`config.mk`:
```
export PLATFORM = sky130hd
export DESIGN_NAME = alu_op_responder
export DESIGN_NICKNAME = d
export VERILOG_FILES = /design/src/rtl/alu_pkg.sv /design/src/rtl/alu_shift_add_mul.sv /design/src/rtl/alu_op_responder.sv
export SDC_FILE = /design/constraint.sdc
export NUM_CORES = 1
export LEC_CHECK = 0
export BUFFER_PORTS_ARGS = -buffer_cell sky130_fd_sc_hd__clkbuf_2
export CORE_ASPECT_RATIO = 0.7
export CORE_MARGIN = 1.5
export CORE_UTILIZATION = 50
export DETAILED_ROUTE_END_ITERATION = 7
export PLACE_DENSITY = 0.69
export SLEW_MARGIN = 20
export SYNTH_ARGS = -nofsm -noshare
export SYNTH_HDL_FRONTEND = slang
export SYNTH_SLANG_ARGS = --single-unit
```
`constraint.sdc`:
```
create_clock -name clk -period 3.78 [get_ports clk]
set_input_delay 0.189 -clock clk [delete_from_list [all_inputs] [get_ports clk]]
set_output_delay 0.189 -clock clk [all_outputs]
set_load 0.1 [all_outputs]
```
`src/rtl/alu_pkg.sv`:
```
// Shared opcode, state and width definitions for the ALU request/response front end.
package alu_pkg;

  localparam int ALU_WIDTH = 8;

  localparam logic [2:0] OP_ADD = 3'd0;
  localparam logic [2:0] OP_SUB = 3'd1;
  localparam logic [2:0] OP_AND = 3'd2;
  localparam logic [2:0] OP_OR  = 3'd3;
  localparam logic [2:0] OP_XOR = 3'd4;
  localparam logic [2:0] OP_MUL = 3'd5;

  typedef enum logic [1:0] {
    ST_IDLE = 2'd0,
    ST_EXEC = 2'd1,
    ST_MULT = 2'd2,
    ST_RESP = 2'd3
  } state_t;

endpackage

```
`src/rtl/alu_shift_add_mul.sv`:
```
// Shift-add multiplier: start loads operands, MUL_CYCLES iterations follow.
// done is high during the final iteration; product then already includes that iteration.
module alu_shift_add_mul
  import alu_pkg::*;
#(
  parameter int WIDTH      = ALU_WIDTH,
  parameter int MUL_CYCLES = WIDTH
) (
  input  logic               clk,
  input  logic               rst,
  input  logic               start,
  input  logic [WIDTH-1:0]   mcand,
  input  logic [WIDTH-1:0]   mplier,
  output logic               done,
  output logic [2*WIDTH-1:0] product
);

  logic [2*WIDTH-1:0] acc_q;
  logic [2*WIDTH-1:0] mcand_q;
  logic [WIDTH-1:0]   mplier_q;
  logic [3:0]         cnt_q;
  logic               busy_q;
  logic [2*WIDTH-1:0] acc_nxt;

  always_comb begin
    acc_nxt = acc_q;
    if (mplier_q[0]) acc_nxt = acc_q + mcand_q;
  end

  assign done    = busy_q && (cnt_q == 4'(MUL_CYCLES - 1));
  assign product = acc_nxt;

  always_ff @(posedge clk) begin
    if (rst) begin
      acc_q    <= '0;
      mcand_q  <= '0;
      mplier_q <= '0;
      cnt_q    <= '0;
      busy_q   <= 1'b0;
    end else if (start && !busy_q) begin
      acc_q    <= '0;
      mcand_q  <= {{WIDTH{1'b0}}, mcand};
      mplier_q <= mplier;
      cnt_q    <= '0;
      busy_q   <= 1'b1;
    end else if (busy_q) begin
      acc_q    <= acc_nxt;
      mcand_q  <= mcand_q << 1;
      mplier_q <= mplier_q >> 1;
      cnt_q    <= cnt_q + 4'd1;
      if (done) busy_q <= 1'b0;
    end
  end

endmodule

```
`src/rtl/alu_op_responder.sv`:
```
// Request/response ALU front end: 2-edge latency for single-cycle ops, 1+MUL_CYCLES for MUL.
// One operation in flight; req_ready low until the response is taken, outputs held under rsp backpressure.
module alu_op_responder
  import alu_pkg::*;
#(
  parameter int WIDTH      = ALU_WIDTH,
  parameter int MUL_CYCLES = WIDTH
) (
  input  logic             clk,
  input  logic             rst,
  input  logic             req_valid,
  output logic             req_ready,
  input  logic [2:0]       req_opcode,
  input  logic [WIDTH-1:0] req_opA,
  input  logic [WIDTH-1:0] req_opB,
  output logic             rsp_valid,
  input  logic             rsp_ready,
  output logic [WIDTH-1:0] rsp_result,
  output logic [WIDTH-1:0] rsp_hi,
  output logic             rsp_carry,
  output logic             rsp_zero,
  output logic             rsp_ovf,
  output logic             rsp_err
);

  state_t state_q, state_d;

  logic [2:0]         op_q;
  logic [WIDTH-1:0]   opa_q, opb_q;
  logic               accept;
  logic               mul_start, mul_done;
  logic [2*WIDTH-1:0] mul_product;

  logic               is_sub;
  logic [WIDTH:0]     sum;
  logic [WIDTH-1:0]   ex_res;
  logic               ex_carry, ex_ovf, ex_err;

  assign accept    = req_valid && req_ready;
  assign mul_start = accept && (req_opcode == OP_MUL);

  always_ff @(posedge clk) begin
    if (rst) state_q <= ST_IDLE;
    else     state_q <= state_d;
  end

  always_comb begin
    state_d   = state_q;
    req_ready = 1'b0;
    rsp_valid = 1'b0;
    case (state_q)
      ST_IDLE: begin
        req_ready = 1'b1;
        if (req_valid) state_d = (req_opcode == OP_MUL) ? ST_MULT : ST_EXEC;
      end
      ST_EXEC: state_d = ST_RESP;
      ST_MULT: if (mul_done) state_d = ST_RESP;
      ST_RESP: begin
        rsp_valid = 1'b1;
        if (rsp_ready) state_d = ST_IDLE;
      end
      default: state_d = ST_IDLE;
    endcase
  end

  always_ff @(posedge clk) begin
    if (rst) begin
      op_q  <= '0;
      opa_q <= '0;
      opb_q <= '0;
    end else if (accept) begin
      op_q  <= req_opcode;
      opa_q <= req_opA;
      opb_q <= req_opB;
    end
  end

  // SUB reuses the adder as opA + ~opB + 1; bit WIDTH is then the inverted borrow.
  always_comb begin
    is_sub   = (op_q == OP_SUB);
    sum      = {1'b0, opa_q} + {1'b0, (is_sub ? ~opb_q : opb_q)} + {{WIDTH{1'b0}}, is_sub};
    ex_res   = '0;
    ex_carry = 1'b0;
    ex_ovf   = 1'b0;
    ex_err   = 1'b0;
    case (op_q)
      OP_ADD: begin
        ex_res   = sum[WIDTH-1:0];
        ex_carry = sum[WIDTH];
        ex_ovf   = (opa_q[WIDTH-1] == opb_q[WIDTH-1]) && (ex_res[WIDTH-1] != opa_q[WIDTH-1]);
      end
      OP_SUB: begin
        ex_res   = sum[WIDTH-1:0];
        ex_carry = ~sum[WIDTH];
        ex_ovf   = (opa_q[WIDTH-1] != opb_q[WIDTH-1]) && (ex_res[WIDTH-1] != opa_q[WIDTH-1]);
      end
      OP_AND:  ex_res = opa_q & opb_q;
      OP_OR:   ex_res = opa_q | opb_q;
      OP_XOR:  ex_res = opa_q ^ opb_q;
      default: ex_err = 1'b1;
    endcase
  end

  alu_shift_add_mul #(
    .WIDTH      (WIDTH),
    .MUL_CYCLES (MUL_CYCLES)
  ) u_mul (
    .clk     (clk),
    .rst     (rst),
    .start   (mul_start),
    .mcand   (req_opA),
    .mplier  (req_opB),
    .done    (mul_done),
    .product (mul_product)
  );

  // Response registers only load on completion, so they stay put while RESP waits.
  always_ff @(posedge clk) begin
    if (rst) begin
      rsp_result <= '0;
      rsp_hi     <= '0;
      rsp_carry  <= 1'b0;
      rsp_zero   <= 1'b0;
      rsp_ovf    <= 1'b0;
      rsp_err    <= 1'b0;
    end else if (state_q == ST_EXEC) begin
      rsp_result <= ex_res;
      rsp_hi     <= '0;
      rsp_carry  <= ex_carry;
      rsp_zero   <= (ex_res == '0);
      rsp_ovf    <= ex_ovf;
      rsp_err    <= ex_err;
    end else if ((state_q == ST_MULT) && mul_done) begin
      rsp_result <= mul_product[WIDTH-1:0];
      rsp_hi     <= mul_product[2*WIDTH-1:WIDTH];
      rsp_carry  <= 1'b0;
      rsp_zero   <= (mul_product[WIDTH-1:0] == '0);
      rsp_ovf    <= (mul_product[2*WIDTH-1:WIDTH] != '0);
      rsp_err    <= 1'b0;
    end
  end

endmodule

```
Word level (Yosys, flattened, before mapping)
Cells that the tools add are included.

Latch bits: 0. Word-level logic and storage cells: 89. Memory bits (read-only): 0. RAM bits: 0. Register bits: 86. Memories: 0.

$mul: 0. Multiplexer cells: 29. Reductions and logical operators: 20. $lt $le $gt $ge: 0. Bitwise logic cells: 5. Add/subtract/negate cells: 4. Eq/ne operators: 15. Div/mod/pow operators: 0. Shift-type cells: 0.

Operators by type and width (count): 8-bit 2-to-1 mux (7); 8-bit one-hot mux with 4 select lines (1); 16-bit adder (1); 8-bit zero test (2); 16-bit 2-to-1 mux (1); 1-bit 2-to-1 mux (13); 8-bit by 8-bit adder with 9-bit output (1); 9-bit by 1-bit adder with 9-bit output (1); 8-bit AND (1); 2-bit 2-to-1 mux (4); 8-bit NOT (1); 8-bit bitwise OR (1); 2-bit one-hot mux with 4 select lines (1); 8-bit nonzero test (1); 8-bit bitwise XOR (1); 1-bit logical AND (7); 3-bit by 2-bit == test with 1-bit output (second input constant) (2); 3-bit == test (second input constant) (2); 2-bit != test (second input constant) (3); 2-bit OR reduction (3); 5-bit OR reduction (1); 4-bit by 1-bit adder with 4-bit output (second input constant) (1); 2-bit == test (second input constant) (2); 4-bit by 3-bit == test with 1-bit output (second input constant) (1); 11 further kinds (14).

Depth between registers and ports, before layout
Word-level depth: 8. Depth in mapped cells: 15. Gate-level depth less buffers: 13.

Cells and area by module
A second synthesis with hierarchy kept.

Cell total of the unflattened synthesis: 648. Area, all modules: 5236.3 um2.

By module, submodules not included: alu_shift_add_mul (cells an instance 309, area an instance 2645.0 um2, instances 1, sequential area each 900.9 um2); alu_op_responder (cells an instance 339, area an instance 2591.2 um2, instances 1, sequential area each 820.8 um2).

Least setup slack after synthesis
Ideal clock, no wire load.

Path kind: reg2reg. From: register op_q[2]. To: register rsp_zero. Library setup time: 0.086 ns. Arrival time: 3.115 ns. Data required time: 3.694 ns. Slack: 0.579 ns. Period minus slack after synthesis: 3.201 ns. Cell stages (with the launch flop): 16. Path through: dfxtp_1 buf_2 nor2_1 and2_1 clkbuf_1 xnor2_1 fa_1 a21o_1 a21oi_1 o21bai_1 a21oi_1 xnor2_1 a21o_1 nor4_1 nand2_1 a211oi_1.

Word-level cells in the longest chain between the ends: 7. Elaborated cells on any way between the ends: 12.

Ends and longest elaborated chain: start: declaration (line alu_op_responder.sv:28) `logic [2:0] op_q;`; start signal: assignment (line alu_op_responder.sv:72) `op_q <= req_opcode;`; 3-bit by 1-bit == test with 1-bit output (line alu_op_responder.sv:80, alu_op_responder.sv:86); 8-bit 2-to-1 mux (line alu_op_responder.sv:81) `sum = {1'b0, opa_q} + {1'b0, (is_sub ? ~opb_q : opb_q)} + {{WIDTH{1'b0}}, is_sub};`; 8-bit by 8-bit adder with 9-bit output (line alu_op_responder.sv:81); 9-bit by 1-bit adder with 9-bit output (line alu_op_responder.sv:81); 8-bit one-hot mux with 4 select lines (*) (line alu_op_responder.sv:86) `case (op_q)`; 8-bit zero test (*) (line alu_op_responder.sv:130) `rsp_zero <= (ex_res == '0);`; 1-bit 2-to-1 mux (*) (line alu_op_responder.sv:126) `end else if (state_q == ST_EXEC) begin`; end signal: assignment (line alu_op_responder.sv:130); end signal: assignment (line alu_op_responder.sv:137) `rsp_zero <= (mul_product[WIDTH-1:0] == '0);`; end: declaration (line alu_op_responder.sv:21) `output logic rsp_zero,`.

Mark *: on every way between the ends. The rest lies on a longest branch, timed or not. A chain may end at the register's enable or synchronous reset.

Worst setup path in the final report
Ends and elaborated chain as after synthesis.

==> tab_implementation.tex <==
\begin{tabular}{lr}
\hline
Metric & Value \\
\hline
\multicolumn{2}{l}{\textbf{Power and ir drop}} \\
\quad Net Switching & 0.00121 W \\
\quad Combinational group share of total power & 34.1\% \\
\quad Internal power component & 0.00200 W \\
\quad Power Density & 554 nW/um2 \\
\quad Peak supply drop & 0.000601 V \\
\quad Sequential share of power & 34.5\% \\
\quad Net switching fraction of the power & 37.7\% \\
\quad Part of the total power dissipated in the clock network & 31.4\% \\
\quad Leakage power of the design & 2.32 nW \\
\multicolumn{2}{l}{\textbf{Setup path}} \\
\quad Crit path required time & 4.03 ns \\
\quad Critical path class & reg -> reg \\
\quad Endpoint type of the worst setup path & flop \\
\quad Crit start category & flop \\
\quad Biggest fanout along the worst timing path & 11 \\
\quad Arrival @ worst endpoint & 3.54 ns \\
\multicolumn{2}{l}{\textbf{Final layout}} \\
\quad Share of layout cells above drive strength 1 & 12.7\% \\
\quad Number of inserted diodes & 0 \\
\quad Layout filler cell count & 892 \\
\quad Share of the core filled with cells & 58.6\% \\
\quad Area Overhead vs Synth & 11.9\% \\
\quad Nets & 719 \\
\multicolumn{2}{l}{\textbf{Clock network}} \\
\quad TritonCTS clock tree & done \\
\quad Total number of clock tree sinks & 86 \\
\quad Setup bufs post-CTS & 0 \\
\quad Clock latency on the worst-skew pair & 0.34 ns \\
\quad Total CTS buffers & 9 \\
\quad Clock Tree Buf Depth & 2 \\
\quad Post-CTS clock slew at the launch and capture registers of the worst setup and hold paths & 0.06 ns \\
\quad Hold-fix buffers, CTS & 0 \\
\quad Number of gates resized after CTS & 0 \\
\quad Root Buffer Master & sky130\_fd\_sc\_hd\_\_clkbuf\_16 \\
\quad H-tree levels & 3 \\
\multicolumn{2}{l}{\textbf{STA}} \\
\quad Pins over their slew limit & 0 \\
\quad Worst Tran Pin Value & 0.938 ns \\
\quad Final setup vio count & 0 \\
\quad RSZ-0062 raised after global routing & no \\
\quad Clk\_skew & 0.00599 ns \\
\quad Number of hold violations in the final report & 0 \\
\quad Total negative slack for setup checks & 0 ns \\
\quad Slew margin rel. & 37.5\% \\
\quad Final critical path time including I/O delays and setup & 3.29 ns \\
\quad Crit share post-route & 87.2\% \\
\quad Highest attainable clock frequency & 0.304 GHz \\
\multicolumn{2}{l}{\textbf{Routing}} \\
\quad Detail Route Antenna Nets & 0 \\
\quad Drt first-iter violations & 316 \\
\quad Detailed Routing Iterations Pass 1 & 5 \\
\quad Vias post-DR & 4462 \\
\quad Via/cell ratio & 5.70 \\
\quad Total length of routed wires & 12800 um \\
\quad Remaining design rule violation count & 0 \\
\quad Wirelength per Cell & 16.4 um \\
\multicolumn{2}{l}{\textbf{Logic synthesis}} \\
\quad Share of the synthesized area in the top cell type & 33.3\% \\
\quad Cell area after synthesis & 5170 um2 \\
\quad Count of flip-flops with a built-in enable after synthesis & 0 \\
\quad Yosys warnings & 0 \\
\quad Cell types with the largest area share after synthesis & sky130\_fd\_sc\_hd\_\_dfxtp\_1 (33\%), sky130\_fd\_sc\_hd\_\_ha\_1 (10\%), sky130\_fd\_sc\_hd\_\_nor2\_1 (7.1\%) \\
\quad Largest area contributor in the synthesized netlist & sky130\_fd\_sc\_hd\_\_dfxtp\_1 \\
\quad Dominant cell by count in the synthesized netlist & sky130\_fd\_sc\_hd\_\_nor2\_1 \\
\quad FFs w/ async S/R, synth & 0\% \\
\quad Synthesized net count & 692 \\
\quad Cell types with the highest counts after synthesis & sky130\_fd\_sc\_hd\_\_nor2\_1 (98), sky130\_fd\_sc\_hd\_\_dfxtp\_1 (86), sky130\_fd\_sc\_hd\_\_a21oi\_1 (63) \\
\quad Count of state elements after synthesis & 86 \\
\quad Share of the yosys chip area belonging to registers & 33.3\% \\
\quad Flip-flop cell with the highest count after synthesis & sky130\_fd\_sc\_hd\_\_dfxtp\_1 \\
\quad Post-Syn Area per Cell & 8.29 um2 \\
\quad Synthesized instance count & 624 \\
\quad Synth unique cells & 63 \\
\multicolumn{2}{l}{\textbf{Floorplan}} \\
\quad Overall die area & 11000 um2 \\
\quad Overall die height & 88.1 um \\
\quad Width of the chip & 125 um \\
\quad Initial core utilization & 52.4\% \\
\quad Number of standard-cell rows in the floorplan & 30 \\
\quad Area inside the core boundary & 9870 um2 \\
\quad IO Pins & 45 \\
\multicolumn{2}{l}{\textbf{Placed design}} \\
\quad Number of buffer cells added on primary ports & 44 \\
\quad Gp weighted congestion & 0.833 \\
\quad HPWL reported at the end of detailed placement & 9660 um \\
\multicolumn{2}{l}{\textbf{GRT}} \\
\quad Vias in the first global route & 4031 \\
\quad Leftover overflow at the end of global routing & 0 \\
\quad First-pass GRT wire length & 20900 um \\
\quad Total global routing track utilization & 24.1\% \\
\quad Maximum number of pins on one net before global-route repair & 72 \\
\quad Initial antenna violation count & 0 \\
\multicolumn{2}{l}{\textbf{Run}} \\
\quad Max-capacitance violation count & 0 \\
\multicolumn{2}{l}{\textbf{Status}} \\
\quad Run status & finished, final reports clean \\
\multicolumn{2}{l}{\textbf{Worst hold path}} \\
\quad Type of the tightest min-delay check & in -> reg \\
\hline
\end{tabular}
registers in the layout (all words and copies together) (netlist names):
register / count
u_mul.cnt_q: 4
rsp_carry: 1
u_mul.acc_q: 16
state_q: 2
u_mul.busy_q: 1
op_q: 3
u_mul.mplier_q: 8
rsp_ovf: 1
rsp_zero: 1
opb_q: 8
rsp_err: 1
opa_q: 8
rsp_hi: 8
rsp_result: 8
u_mul.mcand_q: 16
critical path, stage by stage (launching register included):
cell and delay (ns):
sky130_fd_sc_hd__dfxtp_1 0.42, sky130_fd_sc_hd__nor2_1 0.35, sky130_fd_sc_hd__and2_1 0.23, sky130_fd_sc_hd__buf_4 0.19
sky130_fd_sc_hd__xnor2_1 0.13, sky130_fd_sc_hd__ha_1 0.29, sky130_fd_sc_hd__a21o_1 0.20, sky130_fd_sc_hd__a21oi_1 0.23
sky130_fd_sc_hd__o21bai_1 0.10, sky130_fd_sc_hd__a21oi_1 0.22, sky130_fd_sc_hd__xnor2_1 0.09, sky130_fd_sc_hd__a21o_1 0.19
sky130_fd_sc_hd__nor4_1 0.28, sky130_fd_sc_hd__nand2_1 0.08, sky130_fd_sc_hd__a211oi_1 0.19
stage by stage:
step                std cells  instance area [um2]  total power [W]  hold WS [ns]  setup WS, ns
floorplan                 624                 5170          0.00198         0.325         0.579
global placement          768                 5450          0.00218         0.430         0.593
detailed placement        768                 5450          0.00220         0.436         0.533
CTS                       783                 5790          0.00321        0.0745         0.500
global route              783                 5790          0.00337        0.0863         0.233
finish                    783                 5790          0.00321        0.0825         0.486
final cells by class:
type | count | area (um2) | area share, %
flip-flops and latches | 86 | 1720 | 29.8
inverters | 32 | 120 | 2.08
multi-input cells | 471 | 3180 | 54.9
repair buffers | 51 | 273 | 4.71
well taps | 128 | 160 | 2.77
clock buffers | 9 | 225 | 3.89
clock inverters | 6 | 111 | 1.92
per-layer routing:
metal  vias up  wire length, um  global-route usage, %
met2       119             5220                   34.3
met5         -                0                      0
met1      2107             6790                   36.9
met3        10              714                   5.13
met4         0              114                   5.33
li1       2226                -                      -
worst paths after layout:
| path | startpoint | endpoint | slack [ns] | cells past startpoint |
|---|---|---|---|---|
| hold reg to reg | opb_q[3] | opb_q[3] | 0.48 | 2 |
| setup reg to reg | op_q[2] | rsp_zero | 0.49 | 14 |
| hold / removal | req_opB[4] | opb_q[4] | 0.08 | 3 |
| setup / recovery | op_q[2] | rsp_zero | 0.49 | 14 |
cells by family after synthesis:
| group | synth area share (%) |
|---|---|
| and+or+nand+nor | 16.7 |
| DFF | 33.3 |
| muxes | 7.04 |
| AOI/OAI and AO/OA | 21.2 |
| xor gates and xnor gates | 5.25 |
| adders and majority gates | 11.2 |
| buffers and inverters | 5.32 |
placed cells by master, fill, tap and decap left out, types with 8 or more instances in the layout:
master	n
sky130_fd_sc_hd__nor2_1	98
sky130_fd_sc_hd__dfxtp_1	85
sky130_fd_sc_hd__a21oi_1	63
sky130_fd_sc_hd__nand2_1	57
sky130_fd_sc_hd__clkbuf_2	44
sky130_fd_sc_hd__ha_1	43
sky130_fd_sc_hd__mux2i_1	33
sky130_fd_sc_hd__inv_1	31
sky130_fd_sc_hd__a211oi_1	30
sky130_fd_sc_hd__xnor2_1	23
sky130_fd_sc_hd__o21ai_0	9
sky130_fd_sc_hd__clkbuf_16	9
sky130_fd_sc_hd__a22oi_1	8
sky130_fd_sc_hd__xor2_1	8
power by group through the flow:
stage	sequential [W]	combinational [W]	clock [W]
after detailed placement	0.00112	0.00108	0
final	0.00111	0.00109	0.00101
after global placement	0.00111	0.00107	0
after floorplan	0.00129	0.000693	0
after CTS	0.00110	0.00109	0.00102
after global routing	0.00112	0.00119	0.00106
Note: power is estimated with default switching activity, not from simulation.
